[config.mk]
export PLATFORM = sky130hd
export DESIGN_NAME = fetch_unit_flat
export DESIGN_NICKNAME = d
export VERILOG_FILES = /design/src/rtl/fetch_unit_if.sv /design/src/rtl/fetch_unit.sv /design/src/flat_wrapper.sv
export SDC_FILE = /design/constraint.sdc
export NUM_CORES = 1
export LEC_CHECK = 0
export CORE_ASPECT_RATIO = 0.9
export CORE_MARGIN = 1
export CORE_UTILIZATION = 51
export DETAILED_ROUTE_END_ITERATION = 8
export GPL_ROUTABILITY_DRIVEN = 0
export PLACE_DENSITY = 0.8
export SYNTH_ARGS = -nofsm -noshare
export SYNTH_HDL_FRONTEND = slang
export SYNTH_SLANG_ARGS = --single-unit
[constraint.sdc]
create_clock -name clk -period 4.9 [get_ports clk]
set_input_delay 0.49 -clock clk [delete_from_list [all_inputs] [get_ports clk]]
set_output_delay 0.49 -clock clk [all_outputs]
set_load 0.01 [all_outputs]
[src/rtl/fetch_unit_if.sv]
// Fetch-stage bus bundle: instruction-memory request/response, branch
// redirect, and the valid/ready instruction stream towards decode.
//   master : fetch_unit side (drives imem_addr/imem_en and the instr_* stream)
//   slave  : memory/decode/branch side
interface fetch_unit_if #(
  parameter int word_size  = 32,
  parameter int addr_width = 5
);
  logic [addr_width-1:0] imem_addr;
  logic                  imem_en;
  logic [word_size-1:0]  imem_rdata;
  logic                  branch_valid;
  logic [addr_width-1:0] branch_target;
  logic [word_size-1:0]  instr_out;
  logic [addr_width-1:0] instr_pc;
  logic                  instr_valid;
  logic                  instr_ready;

  modport master (
    output imem_addr, imem_en,
    input  imem_rdata,
    input  branch_valid, branch_target,
    output instr_out, instr_pc, instr_valid,
    input  instr_ready
  );

  modport slave (
    input  imem_addr, imem_en,
    output imem_rdata,
    output branch_valid, branch_target,
    input  instr_out, instr_pc, instr_valid,
    output instr_ready
  );
endinterface

[src/rtl/fetch_unit.sv]
// Instruction fetch stage. Owns the fetch PC, issues one-cycle-latency
// instruction memory reads, buffers returning words in a 2-entry FIFO and
// hands them to decode over valid/ready. Branch redirect flushes the FIFO
// and drops the response in flight.
// Ports:
//   clk  - clock, all state on rising edge
//   rst  - synchronous active-high reset
//   bus  - fetch_unit_if.master (imem request/response, branch, decode stream)
module fetch_unit #(
  parameter int          word_size  = 32,
  parameter int          addr_width = 5,
  parameter int unsigned reset_pc   = 0
) (
  input logic          clk,
  input logic          rst,
  fetch_unit_if.master bus
);

  logic [addr_width-1:0] fetch_pc;
  logic [addr_width-1:0] inflight_pc;
  logic                  inflight;
  logic [1:0]            count;
  logic [word_size-1:0]  buf_instr [2];
  logic [addr_width-1:0] buf_pc    [2];

  logic       pop;
  logic       push;
  logic       issue;
  logic [2:0] used;

  assign bus.instr_valid = (count != 2'd0);
  assign bus.instr_out   = buf_instr[0];
  assign bus.instr_pc    = buf_pc[0];

  assign pop  = bus.instr_valid & bus.instr_ready;
  assign push = inflight & ~bus.branch_valid;

  // Slots already committed after this cycle's pop; pop never exceeds count.
  assign used  = {1'b0, count} + {2'b00, inflight} - {2'b00, pop};
  assign issue = ~rst & (bus.branch_valid | (used < 3'd2));

  assign bus.imem_addr = bus.branch_valid ? bus.branch_target : fetch_pc;
  assign bus.imem_en   = issue;

  always_ff @(posedge clk) begin
    if (rst) begin
      fetch_pc    <= addr_width'(reset_pc);
      inflight    <= 1'b0;
      inflight_pc <= '0;
      count       <= '0;
      for (int unsigned i = 0; i < 2; i++) begin
        buf_instr[i] <= '0;
        buf_pc[i]    <= '0;
      end
    end else begin
      inflight <= issue;
      if (issue) begin
        fetch_pc    <= bus.imem_addr + 1'b1;
        inflight_pc <= bus.imem_addr;
      end

      if (bus.branch_valid) begin
        count <= '0;
      end else begin
        unique case ({push, pop})
          2'b10: begin
            // Credit rule guarantees count < 2 here.
            buf_instr[count[0]] <= bus.imem_rdata;
            buf_pc[count[0]]    <= inflight_pc;
            count               <= count + 2'd1;
          end
          2'b01: begin
            buf_instr[0] <= buf_instr[1];
            buf_pc[0]    <= buf_pc[1];
            count        <= count - 2'd1;
          end
          2'b11: begin
            // Simultaneous push/pop: shift and refill, count unchanged.
            if (count == 2'd1) begin
              buf_instr[0] <= bus.imem_rdata;
              buf_pc[0]    <= inflight_pc;
            end else begin
              buf_instr[0] <= buf_instr[1];
              buf_pc[0]    <= buf_pc[1];
              buf_instr[1] <= bus.imem_rdata;
              buf_pc[1]    <= inflight_pc;
            end
          end
          default: ;
        endcase
      end
    end
  end

endmodule

[src/flat_wrapper.sv]
// flat-port wrapper written by rule: the top's interface ports become plain ports
module fetch_unit_flat 
#(
  parameter int          word_size  = 32,
  parameter int          addr_width = 5,
  parameter int unsigned reset_pc   = 0
)
  (clk, rst, bus_imem_addr, bus_imem_en, bus_imem_rdata, bus_branch_valid, bus_branch_target, bus_instr_out, bus_instr_pc, bus_instr_valid, bus_instr_ready);
  fetch_unit_if #(.word_size(word_size), .addr_width(addr_width)) bus_i ();
  input logic clk;
  input logic rst;
  output wire logic [$bits(bus_i.imem_addr)-1:0] bus_imem_addr;
  output wire logic [$bits(bus_i.imem_en)-1:0] bus_imem_en;
  input wire logic [$bits(bus_i.imem_rdata)-1:0] bus_imem_rdata;
  input wire logic [$bits(bus_i.branch_valid)-1:0] bus_branch_valid;
  input wire logic [$bits(bus_i.branch_target)-1:0] bus_branch_target;
  output wire logic [$bits(bus_i.instr_out)-1:0] bus_instr_out;
  output wire logic [$bits(bus_i.instr_pc)-1:0] bus_instr_pc;
  output wire logic [$bits(bus_i.instr_valid)-1:0] bus_instr_valid;
  input wire logic [$bits(bus_i.instr_ready)-1:0] bus_instr_ready;
  assign bus_imem_addr = bus_i.imem_addr;
  assign bus_imem_en = bus_i.imem_en;
  assign bus_i.imem_rdata = bus_imem_rdata;
  assign bus_i.branch_valid = bus_branch_valid;
  assign bus_i.branch_target = bus_branch_target;
  assign bus_instr_out = bus_i.instr_out;
  assign bus_instr_pc = bus_i.instr_pc;
  assign bus_instr_valid = bus_i.instr_valid;
  assign bus_i.instr_ready = bus_instr_ready;
  fetch_unit #(.word_size(word_size), .addr_width(addr_width), .reset_pc(reset_pc)) u_core (.clk(clk), .rst(rst), .bus(bus_i));
endmodule
==> flow_metrics.env <==
export IMPL_synthMuxAreaShare_pct=11.7
export IMPL_crit_path_top_delay_cell="clkdlybuf4s50_1"
export IMPL_cts_root_buffer_cell="clkbuf_8"
export IMPL_grt_use_total_pct=19.1
export IMPL_routed_wl_um=7530
export IMPL_crit_fanout=13
export IMPL_final_setup_viol_count=0
export IMPL_cap_violations=0
export IMPL_synthFlopType="edfxtp_1"
export IMPL_drt_iter0_markers=96
export IMPL_hp_class="reg2reg"
export IMPL_n_antenna_cell=0
export IMPL_ant_nets=0
export IMPL_startpoint_type="register"
export IMPL_postCtsHoldBufs=0
export IMPL_h_tree_depth=3
export IMPL_ys_seq_area_share_pct=61.0
export IMPL_via_per_inst=5.04
export IMPL_io_pin_count=85
export IMPL_yosysWarningCount=0
export IMPL_fin_crit_ns=3.86
export IMPL_grt_pass1_wl_um=11900
export IMPL_cts_sinks=87
export IMPL_drc=0
export IMPL_cts_resized=0
export IMPL_finalHoldViolations=0
export IMPL_synth_fp_nets=374
export IMPL_outcome="complete, no violations"
export IMPL_critPathKind="reg2out"
export IMPL_fmax_mhz=259
export IMPL_slew_headroom_pct=44.3
export IMPL_worst_slew_pin_slew_ns=0.835
export IMPL_synthAdderAreaFrac_pct=2.03
export IMPL_synth_seq_cells=87
export IMPL_fin_tns_setup_ns=0
export IMPL_vdd_ir_drop_max_mv=0.187
export IMPL_syn_avg_cell_area_sq_um=12.4
export IMPL_cts_setup_buffers=0
export IMPL_drt_pass1_iterations=4
export IMPL_cp_required_ns=4.41
export IMPL_drive_gt1_share_pct=7.23
export IMPL_endpoint_kind="output pin"
export IMPL_power_total_uw=1710
export IMPL_grt_pass1_vias=2503
export IMPL_cp_depth=12
export IMPL_rows=30
export IMPL_area_growth_syn_to_layout_pct=27.6
export IMPL_overflow=0
export IMPL_synth_simple_area_share_pct=13.7
export IMPL_syn_inst=327
export IMPL_timing_hold_ws_ns=0.528
export IMPL_crit_buf_inv=4
export IMPL_design_core_area_sq_um=7620
export IMPL_rsz0062_at_grt="false"
export IMPL_antenna_found_initial=0
export IMPL_start_util_pct=53.4
export IMPL_synth_xor_xnor_area_share_pct=1.29
export IMPL_fin_worst_skew_ns=0.0167
export IMPL_power_density_nw_per_um2=330
export IMPL_clk_pin_slew_ns=0.08
export IMPL_cts_buffers=9
export IMPL_synthDistinctLibCells=39
export IMPL_dieArea_sq_um=8340
export IMPL_synth_compound_area_share_pct=3.26
export IMPL_yosysTopAreaCellShare_pct=54.6
export IMPL_wl_per_cell_um=14.7
export IMPL_crit_chain="inv_1 -> ha_1 -> nor2b_1 -> inv_1 -> nand2_1 -> a21oi_1 -> fa_1 -> xnor2_1 -> o21bai_1 -> buf_4 -> nor2b_1 -> clkdlybuf4s50_1"
export IMPL_max_stage_delay_ns=0.57
export IMPL_worst_r2r_cell_count=8
export IMPL_fin_nets=458
export IMPL_min_path_cells=2
export IMPL_dieHeight_um=86.7
export IMPL_critPathTopFamily="buffers and inverters"
export IMPL_hpwl_um=4930
export IMPL_clk_latency_ns=0.35
export IMPL_synthesis_area_sq_um=4070
export IMPL_die_x_um=96.2
export IMPL_grt_max_degree=39
export IMPL_cts_tree="done"
export IMPL_synth_top_family_by_area="simple AND/OR/NAND/NOR gates"
export IMPL_worst_ep_arrival_time_ns=3.37
export IMPL_drv_slew=0
export IMPL_leakagePower_uw=0.00203
export IMPL_portBuffers=84
export IMPL_synth_area_leader_cell="edfxtp_1"
export IMPL_async_flop_share_pct=0
export IMPL_clockBufferDepth=2
export IMPL_ys_top_cells_by_area="edfxtp_1, mux2i_1, dfxtp_1, and2_1, inv_1"
export IMPL_synth_edff_count=74
export IMPL_vias=2574
export IMPL_finalCritPeriodShare_pct=78.8
-- per-layer routing --
| metal | part of all wire [%] | wire length [um] | GRT usage, % | up-vias |
|---|---|---|---|---|
| met5 | 0 | 0 | 0 | - |
| met4 | 1.1 | 86 | 5.43 | 0 |
| met3 | 5.5 | 417 | 5.00 | 8 |
| met2 | 50 | 3730 | 32.3 | 69 |
| met1 | 44 | 3290 | 24.1 | 1234 |
| li1 | - | - | - | 1263 |
-- report_power, final --
group / internal [uW] / total [uW] / switching (uW) / leakage [uW]
clock: 338 / 584 / 246 / 0.000117
sequential: 860 / 883 / 22.6 / 0.000879
combinational: 131 / 248 / 118 / 0.00103
total: 1330 / 1710 / 386 / 0.00203
-- state kept, by name (all words and copies together), names as in the netlist --
name                flops
u_core.inflight_pc      5
u_core.inflight         1
u_core.buf_pc          10
u_core.count            2
u_core.buf_instr       64
u_core.fetch_pc         5
-- worst reg2reg max path, cell delays in order (launching register included) --
cell     delay [ns]
dfxtp_1        0.45
inv_1          0.13
ha_1           0.26
nor2b_1        0.23
ha_1           0.28
o21a_1         0.15
buf_4          0.36
a31o_2         0.59
and2_1         0.23
-- cells in the mapped netlist (2+ instances only) --
library cell / number
a21oi_1: 3
o21a_1: 2
mux2_2: 4
ha_1: 5
mux2i_1: 43
a31o_2: 2
buf_2: 9
nor2b_1: 4
and2_1: 37
buf_12: 3
xnor2_1: 2
xor2_1: 4
o21ai_0: 3
nand2b_1: 2
nor2_1: 12
nand2_1: 42
dfxtp_1: 13
nand3_1: 2
inv_1: 42
edfxtp_1: 74
-- cells in the final DEF, fill, tap and decap left out, types with 3 or more instances in the layout --
| cell type | count |
|---|---|
| nor2b_1 | 4 |
| mux2i_1 | 43 |
| inv_1 | 42 |
| mux2_2 | 4 |
| clkdlybuf4s50_1 | 84 |
| bufinv_16 | 3 |
| ha_1 | 5 |
| dfxtp_1 | 13 |
| clkbuf_8 | 9 |
| edfxtp_1 | 74 |
| a21oi_1 | 3 |
| and2_1 | 37 |
| nor2_1 | 12 |
| xor2_1 | 4 |
| nand2_1 | 42 |
| buf_4 | 4 |
-- path summary, 6_finish.rpt --
path	start	end	slack [ns]
worst max register to register	u_core.count[0]	u_core.buf_instr[1][1]	2.08
worst min-delay path	u_core.inflight_pc[0]	u_core.inflight_pc[0]	0.53
worst min register to register	u_core.inflight_pc[0]	u_core.inflight_pc[0]	0.53
worst max-delay path	u_core.count[0]	bus_imem_en	1.04
-- cells by family (layout without fill, tap and decap cells) --
group           Yosys count  in the layout
simple gates            106            106
compound gates           18             18
fa+ha+maj                 6              6
xor+xnor                  6              6
mux                      47             47
flops                    87             87
buf+inv                  57            145
-- metrics by stage --
stage / util (%) / cells / setup slack (ns) / area (sq um)
2_1_floorplan: - / 327 / 0.599 / 4070
3_3_place_gp: 65.1 / 496 / 1.33 / 4960
3_5_place_dp: 65.1 / 496 / 1.23 / 4960
4_1_cts: 68.1 / 511 / 1.04 / 5190
5_1_grt: 68.1 / 511 / 0.826 / 5190
6_report: 68.1 / 511 / 1.04 / 5190
-- cell type report --
type	count	area, sq um
flip-flops and latches	87	2480
fillers	581	2430
multi-input cells	183	1330
repair buffers	88	871
inverters	42	158
clock buffers	10	128
well taps	96	120
clock inverters	5	108
Power figures use the tool's default switching activity.
